## src/rtl/sseg_pkg.sv

```systemverilog
// Shared definitions for the seven-segment scan decoder: active-low segment
// patterns ({g,f,e,d,c,b,a}), the scan FSM states and the default settle length.
package sseg_pkg;

  localparam int STABLE_CYCLES_DEF = 4;

  localparam logic [6:0] SEG_0 = 7'h40;
  localparam logic [6:0] SEG_1 = 7'h79;
  localparam logic [6:0] SEG_2 = 7'h24;
  localparam logic [6:0] SEG_3 = 7'h30;
  localparam logic [6:0] SEG_4 = 7'h19;
  localparam logic [6:0] SEG_5 = 7'h12;
  localparam logic [6:0] SEG_6 = 7'h02;
  localparam logic [6:0] SEG_7 = 7'h78;
  localparam logic [6:0] SEG_8 = 7'h00;
  localparam logic [6:0] SEG_9 = 7'h10;
  localparam logic [6:0] SEG_A = 7'h08;
  localparam logic [6:0] SEG_B = 7'h03;
  localparam logic [6:0] SEG_C = 7'h46;
  localparam logic [6:0] SEG_D = 7'h21;
  localparam logic [6:0] SEG_E = 7'h06;
  localparam logic [6:0] SEG_F = 7'h0E;

  typedef enum logic [1:0] {
    IDLE   = 2'd0,
    SETTLE = 2'd1,
    HELD   = 2'd2
  } state_t;

endpackage

```

## src/rtl/sseg_pattern_decode.sv

```systemverilog
// Combinational pattern-to-nibble decoder; unknown patterns give 4'hF with o_valid low.
// Letters A,b,C,d,E,F decode as valid only when SSEG_DEC_HEX_EN is defined.
module sseg_pattern_decode
  import sseg_pkg::*;
(
  input  logic [6:0] i_pattern,
  output logic [3:0] o_value,
  output logic       o_valid
);

  always_comb begin
    o_value = 4'hF;
    o_valid = 1'b0;
    case (i_pattern)
      SEG_0: {o_valid, o_value} = {1'b1, 4'h0};
      SEG_1: {o_valid, o_value} = {1'b1, 4'h1};
      SEG_2: {o_valid, o_value} = {1'b1, 4'h2};
      SEG_3: {o_valid, o_value} = {1'b1, 4'h3};
      SEG_4: {o_valid, o_value} = {1'b1, 4'h4};
      SEG_5: {o_valid, o_value} = {1'b1, 4'h5};
      SEG_6: {o_valid, o_value} = {1'b1, 4'h6};
      SEG_7: {o_valid, o_value} = {1'b1, 4'h7};
      SEG_8: {o_valid, o_value} = {1'b1, 4'h8};
      SEG_9: {o_valid, o_value} = {1'b1, 4'h9};
`ifdef SSEG_DEC_HEX_EN
      SEG_A: {o_valid, o_value} = {1'b1, 4'hA};
      SEG_B: {o_valid, o_value} = {1'b1, 4'hB};
      SEG_C: {o_valid, o_value} = {1'b1, 4'hC};
      SEG_D: {o_valid, o_value} = {1'b1, 4'hD};
      SEG_E: {o_valid, o_value} = {1'b1, 4'hE};
      SEG_F: {o_valid, o_value} = {1'b1, 4'hF};
`endif
      default: ;
    endcase
  end

endmodule

```

## src/rtl/sseg_scan_decoder.sv

```systemverilog
// Rebuilds four digits from a multiplexed seven-segment scan; a digit is captured after STABLE_CYCLES
// identical samples, the frame publishes one cycle after the fourth capture; no backpressure. Option: SSEG_DEC_HEX_EN.
module sseg_scan_decoder
  import sseg_pkg::*;
#(
  parameter int STABLE_CYCLES = STABLE_CYCLES_DEF
) (
  input  logic        clk,
  input  logic        R,
  input  logic [3:0]  an,
  input  logic [6:0]  sseg,
  output logic [15:0] digits,
  output logic        frame_valid,
  output logic [3:0]  dig_err,
  output logic        an_err
);

  // Counter holds (stable samples - 1); capture fires on the sample that completes the run.
  localparam logic [7:0] CNT_LAST = 8'(STABLE_CYCLES - 2);

  state_t      r_state;
  state_t      w_state_nxt;
  logic [7:0]  r_cnt;
  logic [7:0]  w_cnt_nxt;
  logic [3:0]  r_an_prev;
  logic [6:0]  r_sseg_prev;
  logic [3:0]  r_mask;
  logic [15:0] r_shadow;
  logic [3:0]  r_shadow_err;
  logic [15:0] r_digits;
  logic [3:0]  r_dig_err;
  logic        r_frame_valid;
  logic        r_an_err;

  logic [3:0]  w_an_lo;
  logic        w_blank;
  logic        w_multi;
  logic        w_changed;
  logic        w_capture;
  logic [3:0]  w_cap_bits;
  logic [3:0]  w_mask_base;
  logic        w_frame_done;
  logic [3:0]  w_dec_val;
  logic        w_dec_vld;

  sseg_pattern_decode u_decode (
    .i_pattern (sseg),
    .o_value   (w_dec_val),
    .o_valid   (w_dec_vld)
  );

  assign w_an_lo      = ~an;
  assign w_blank      = (an == 4'hF);
  assign w_multi      = ((w_an_lo & (w_an_lo - 4'd1)) != 4'd0);
  assign w_changed    = (an != r_an_prev) || (sseg != r_sseg_prev);
  assign w_cap_bits   = w_capture ? w_an_lo : 4'h0;
  assign w_frame_done = (r_mask == 4'hF);
  assign w_mask_base  = w_frame_done ? 4'h0 : r_mask;

  // Blank and multi-anode inputs pre-empt every state; otherwise exactly one anode is low.
  always_comb begin
    w_state_nxt = r_state;
    w_cnt_nxt   = r_cnt;
    w_capture   = 1'b0;
    if (w_blank || w_multi) begin
      w_state_nxt = IDLE;
      w_cnt_nxt   = 8'd0;
    end else begin
      case (r_state)
        IDLE: begin
          w_state_nxt = SETTLE;
          w_cnt_nxt   = 8'd0;
        end
        SETTLE: begin
          if (w_changed) begin
            w_cnt_nxt = 8'd0;
          end else if (r_cnt == CNT_LAST) begin
            w_capture   = 1'b1;
            w_state_nxt = HELD;
          end else begin
            w_cnt_nxt = r_cnt + 8'd1;
          end
        end
        HELD: begin
          if (w_changed) begin
            w_state_nxt = SETTLE;
            w_cnt_nxt   = 8'd0;
          end
        end
        default: begin
          w_state_nxt = IDLE;
          w_cnt_nxt   = 8'd0;
        end
      endcase
    end
  end

  always_ff @(posedge clk) begin
    if (R) begin
      r_state       <= IDLE;
      r_cnt         <= 8'd0;
      r_an_prev     <= 4'hF;
      r_sseg_prev   <= 7'h7F;
      r_mask        <= 4'h0;
      r_shadow      <= 16'h0;
      r_shadow_err  <= 4'h0;
      r_digits      <= 16'h0;
      r_dig_err     <= 4'h0;
      r_frame_valid <= 1'b0;
      r_an_err      <= 1'b0;
    end else begin
      r_state       <= w_state_nxt;
      r_cnt         <= w_cnt_nxt;
      r_an_prev     <= an;
      r_sseg_prev   <= sseg;
      r_an_err      <= w_multi;
      r_frame_valid <= w_frame_done;
      r_mask        <= w_mask_base | w_cap_bits;
      if (w_frame_done) begin
        r_digits  <= r_shadow;
        r_dig_err <= r_shadow_err;
      end
      for (int k = 0; k < 4; k++) begin
        if (w_cap_bits[k]) begin
          r_shadow[k*4 +: 4] <= w_dec_val;
          r_shadow_err[k]    <= ~w_dec_vld;
        end
      end
    end
  end

  assign digits      = r_digits;
  assign dig_err     = r_dig_err;
  assign frame_valid = r_frame_valid;
  assign an_err      = r_an_err;

endmodule

```

## config.mk

```make
export PLATFORM = sky130hd
export DESIGN_NAME = sseg_scan_decoder
export DESIGN_NICKNAME = d
export VERILOG_FILES = /design/src/rtl/sseg_pkg.sv /design/src/rtl/sseg_pattern_decode.sv /design/src/rtl/sseg_scan_decoder.sv
export SDC_FILE = /design/constraint.sdc
export NUM_CORES = 1
export LEC_CHECK = 0
export CAP_MARGIN = 20
export CORE_MARGIN = 2
export CORE_UTILIZATION = 62
export DETAILED_ROUTE_END_ITERATION = 7
export DONT_BUFFER_PORTS = 1
export PLACE_DENSITY_LB_ADDON = 0.12
export SYNTH_ARGS = -nofsm -noshare
export SYNTH_HDL_FRONTEND = slang
export SYNTH_SLANG_ARGS = --single-unit
export TNS_END_PERCENT = 50
```

## constraint.sdc

```tcl
create_clock -name clk -period 2.7 [get_ports clk]
set_input_delay 0.54 -clock clk [delete_from_list [all_inputs] [get_ports clk]]
set_output_delay 0.54 -clock clk [all_outputs]
set_load 0.005 [all_outputs]
```

==> impl_summary.txt <==
----------------------------------------------------
[Run status]
  Outcome ... complete, no violations

[Cells and area]
  Antenna cells ... 0
  Number of filler instances in the final layout ... 406
  Non-Filler Cell Area, Final ... 0.00311 mm2
  Share of post-route cells with drive strength above 1 ... roughly an eighth
  Area grow syn2layout ... 4.24%
  Number of nets in the final layout ... 354

[Power]
  Pwr Density ... ~570 mW/mm2
  Leak Pwr ... 1.04 nW
  Internal Power ... 1.38 mW
  Logic gate share of total power ... under 10%
  Sequential power share ... 56.3%
  Share of power burned in the clock network ... around two fifths
  Sw frac ... 22.7%
  Largest voltage drop on the vdd net ... 0.266 mV
  P_sw ... 405 uW

[Clock network]
  Clk pin slew, worst setup/hold paths ... 70 ps
  PostCTS Resize Cnt ... 0
  TritonCTS clock tree ... yes
  Clock Tree Buf Depth ... 2
  Clock buffers created by TritonCTS ... 9
  Root buffer selected by CTS ... sky130_fd_sc_hd__clkbuf_8
  Clock latency reported for the late side of the worst-skew pair ... around 340 ps
  Number of levels the H-tree was split into ... 3
  Number of buffers inserted to repair setup after CTS ... 0
  Hold Buf Count CTS ... 0
  Number of clock sinks ... 67

[Timing]
  RSZ-0062 raised after global routing ... no
  Final critical-path required period ... 2200 ps
  Achievable clock frequency ... roughly 0.45 GHz
  Pins Over Slew Limit ... 0
  Max transition margin ... 45.3%
  Slew at the pin closest to its max-slew limit ... 820 ps
  Setup Viol. Count Final ... 0
  Clock Skews ... 7.94 ps
  Portion of the clock cycle consumed by the worst path in the final layout ... 81.6%
  Total count of hold-check failures in the final report ... 0
  Sum of negative setup slack ... 0 ps

[GRT]
  Overall routing resource usage ... between 20% and 30%
  Wire length of the first global-routing pass ... 9.63 mm
  Number of antenna violations at the first check in global routing ... 0
  Number of global-route vias before repair ... approximately 2200
  Maximum number of pins on one net before global-route repair ... 60
  Overflow after GRT ... 0

[Setup path]
  Data required time of the critical path ... 2980 ps
  Worst R2R End ... r_cnt[4]$_SDFFE_PP0P_
  Worst path buffer plus inverter count ... 1
  Reg-to-reg setup timing slack ... 500 ps
  Kind of critical path ... flip-flop to flip-flop
  Peak per-stage delay on the critical path ... 600 ps
  Depth of the most critical reg-to-reg path ... 7
  Capturing element type of the critical path ... flip-flop
  Highest-delay cell along the critical path ... sky130_fd_sc_hd__or4b_1
  Maximum fanout encountered on the critical timing path ... 7
  Cell-by-cell listing of the critical path ... inv_1, ha_1, or4b_1, nor3_1, o2111a_1, and2_1, a21o_1
  Kind of cell adding the most delay to the critical path ... simple AND/OR/NAND/NOR gates
  Reg2Reg Launch Point ... r_cnt[0]$_SDFFE_PP0P_
  Arrival time of the worst setup path ... 2480 ps
  Startpoint kind of the worst setup timing path ... flip-flop

[Synth]
  Share of flip-flops with an asynchronous set or reset ... 0%
  Share of Yosys cell area claimed by the top area cell type ... a little under half
  List of most frequent post-synthesis cells ... sky130_fd_sc_hd__nand2_1, sky130_fd_sc_hd__dfxtp_1, sky130_fd_sc_hd__a21oi_1
  Unique cell type count in the Yosys netlist ... 48
  Ranking of synthesized cells by area ... sky130_fd_sc_hd__dfxtp_1, sky130_fd_sc_hd__nand2_1, sky130_fd_sc_hd__a21oi_1, sky130_fd_sc_hd__xor2_1, sky130_fd_sc_hd__or2_2
  Most common cell in the synthesized netlist ... sky130_fd_sc_hd__nand2_1
  Primary flip-flop cell chosen by synthesis mapping ... sky130_fd_sc_hd__dfxtp_1
  Mean instance size in the synthesized netlist ... 8.42 um2
  Register bit count reported by yosys ... 67
  Yosys Warn Count ... 0
  Post-synth EDFFs ... 0
  Largest area contributor in the netlist ... sky130_fd_sc_hd__dfxtp_1
  Post-Syn Instances ... approximately 350
  Post-synthesis sequential area ratio ... 45.0%
  Total nets after synthesis ... 369
  Synthesized area ... 0.00298 mm2

[Route]
  Routed length per instance ... 15.0 um
  Aggregate routed wire length ... 5.95 mm
  Drt first pass iters ... 5
  Per-cell via count in the routed design ... 6.10
  Post-route DRC violation count ... 0
  Vias ... 2422
  Antenna-violating nets left ... 0
  DRC marker count from the first detailed-route iteration ... 136

[Placement]
  Final weighted congestion of routability-driven global placement ... between 0.7 and 0.8
  Number of port buffers ... 0
  Sum of net half-perimeters after detailed placement ... slightly above 4 mm
  Area of placed instances ... 0.00294 mm2

[Die]
  I/O Pins ... 35
  Floorplan die area ... 0.00538 mm2
  Die Y-Extent ... 73.3 um
  Rows ... 25
  Floorplan core area ... around 0.0047 mm2
  Horizontal die dimension ... roughly 73 um
  Starting density of the core ... 63.5%

[Worst hold path]
  Worst hold path class ... input port to flip-flop
  Hold path start ... R
  Worst hold endpoint ... r_shadow_err[2]$_SDFFE_PP0P_
  Cells on Worst Hold Path ... 1

[Run]
  Max-capacitance violation count ... 0

----------------------------------------------------
[worst register-to-register path, cell delays in order, from the launching register on]
cell and delay, ps:
sky130_fd_sc_hd__dfxtp_1 360, sky130_fd_sc_hd__inv_1 80, sky130_fd_sc_hd__ha_1 130, sky130_fd_sc_hd__or4b_1 600
sky130_fd_sc_hd__nor3_1 220, sky130_fd_sc_hd__o2111a_1 310, sky130_fd_sc_hd__and2_1 290, sky130_fd_sc_hd__a21o_1 150
[registers in the layout (all words and copies together) (netlist names)]
register and count:
r_cnt 8, r_an_prev 4, r_shadow 16, r_state 2, r_mask 4, dig_err 4, r_shadow_err 4, r_sseg_prev 7
frame_valid 1, an_err 1, digits 16
[worst max path at each step]
| stage | startpoint | endpoint | cells after the start |
|---|---|---|---|
| after global routing | r_cnt[0]$_SDFFE_PP0P_ | r_shadow[9]$_SDFFE_PP0P_ | 7 |
| final | r_cnt[0]$_SDFFE_PP0P_ | r_cnt[4]$_SDFFE_PP0P_ | 7 |
| after detailed placement | sseg[3] | r_shadow[8]$_SDFFE_PP0P_ | 5 |
| after global placement | sseg[3] | r_shadow[8]$_SDFFE_PP0P_ | 5 |
| after floorplan | sseg[3] | r_shadow[11]$_SDFFE_PP0P_ | 6 |
| after CTS | r_cnt[0]$_SDFFE_PP0P_ | r_cnt[4]$_SDFFE_PP0P_ | 7 |
[power by group through the flow]
stage	Combinational [mW]	Sequential [mW]	Clock, mW
5_1_grt	0.0739	1.00	0.769
2_1_floorplan	0.0807	1.03	0
3_3_place_gp	0.0656	1.03	0
6_report	0.0670	1.00	0.712
3_5_place_dp	0.0664	1.03	0
4_1_cts	0.0666	1.00	0.732
[area by class of cell]
type | instances | area (um2) | share of cell area (%)
clock buffer | 10 | 138 | 4.43
clock inverter | 5 | 30.0 | 0.967
inverter | 2 | 7.51 | 0.242
multi-input combinational | 256 | 1500 | 48.3
sequential | 67 | 1340 | 43.2
tap | 54 | 67.6 | 2.18
timing repair buffer | 3 | 22.5 | 0.725
[stage by stage]
| stage | setup WS, ps | power, mW | hold slack [ps] | util (%) | instances |
|---|---|---|---|---|---|
| 2_1_floorplan | 517 | 1.11 | 432 | - | 354 |
| 3_3_place_gp | 436 | 1.09 | 435 | 62.6 | 382 |
| 3_5_place_dp | 353 | 1.09 | 439 | 62.6 | 382 |
| 4_1_cts | 500 | 1.80 | 253 | 66.2 | 397 |
| 5_1_grt | 328 | 1.85 | 253 | 66.2 | 397 |
| 6_report | 497 | 1.78 | 279 | 66.2 | 397 |
[cells by family after synthesis]
group	count (synthesis)	share of synthesized area [%]
simple gates	152	26.1
compound gates	87	18.9
flops	67	45.0
buf+inv	31	4.66
xor+xnor	13	3.82
fa+ha+maj	3	1.18
mux	1	0.336
[routing by layer]
layer / GRT usage (%) / wire length [um]
met4: 13.3 / 136
met1: 30.5 / 2750
met3: 5.76 / 355
met5: 0 / 0
met2: 35.2 / 2710
[layout by cell type (no fill, tap or decap), drive strengths merged, types with 6 or more instances in the layout]
cell	instances
dfxtp	67
or3	6
nand3	11
clkbuf	10
o21ai	8
nand2	72
a2111oi	7
xor2	10
nor4	7
a21oi	43
nor2	14
or2	13
a211oi	8
nand4	6
No activity file was read; power rests on OpenSTA's default activity.
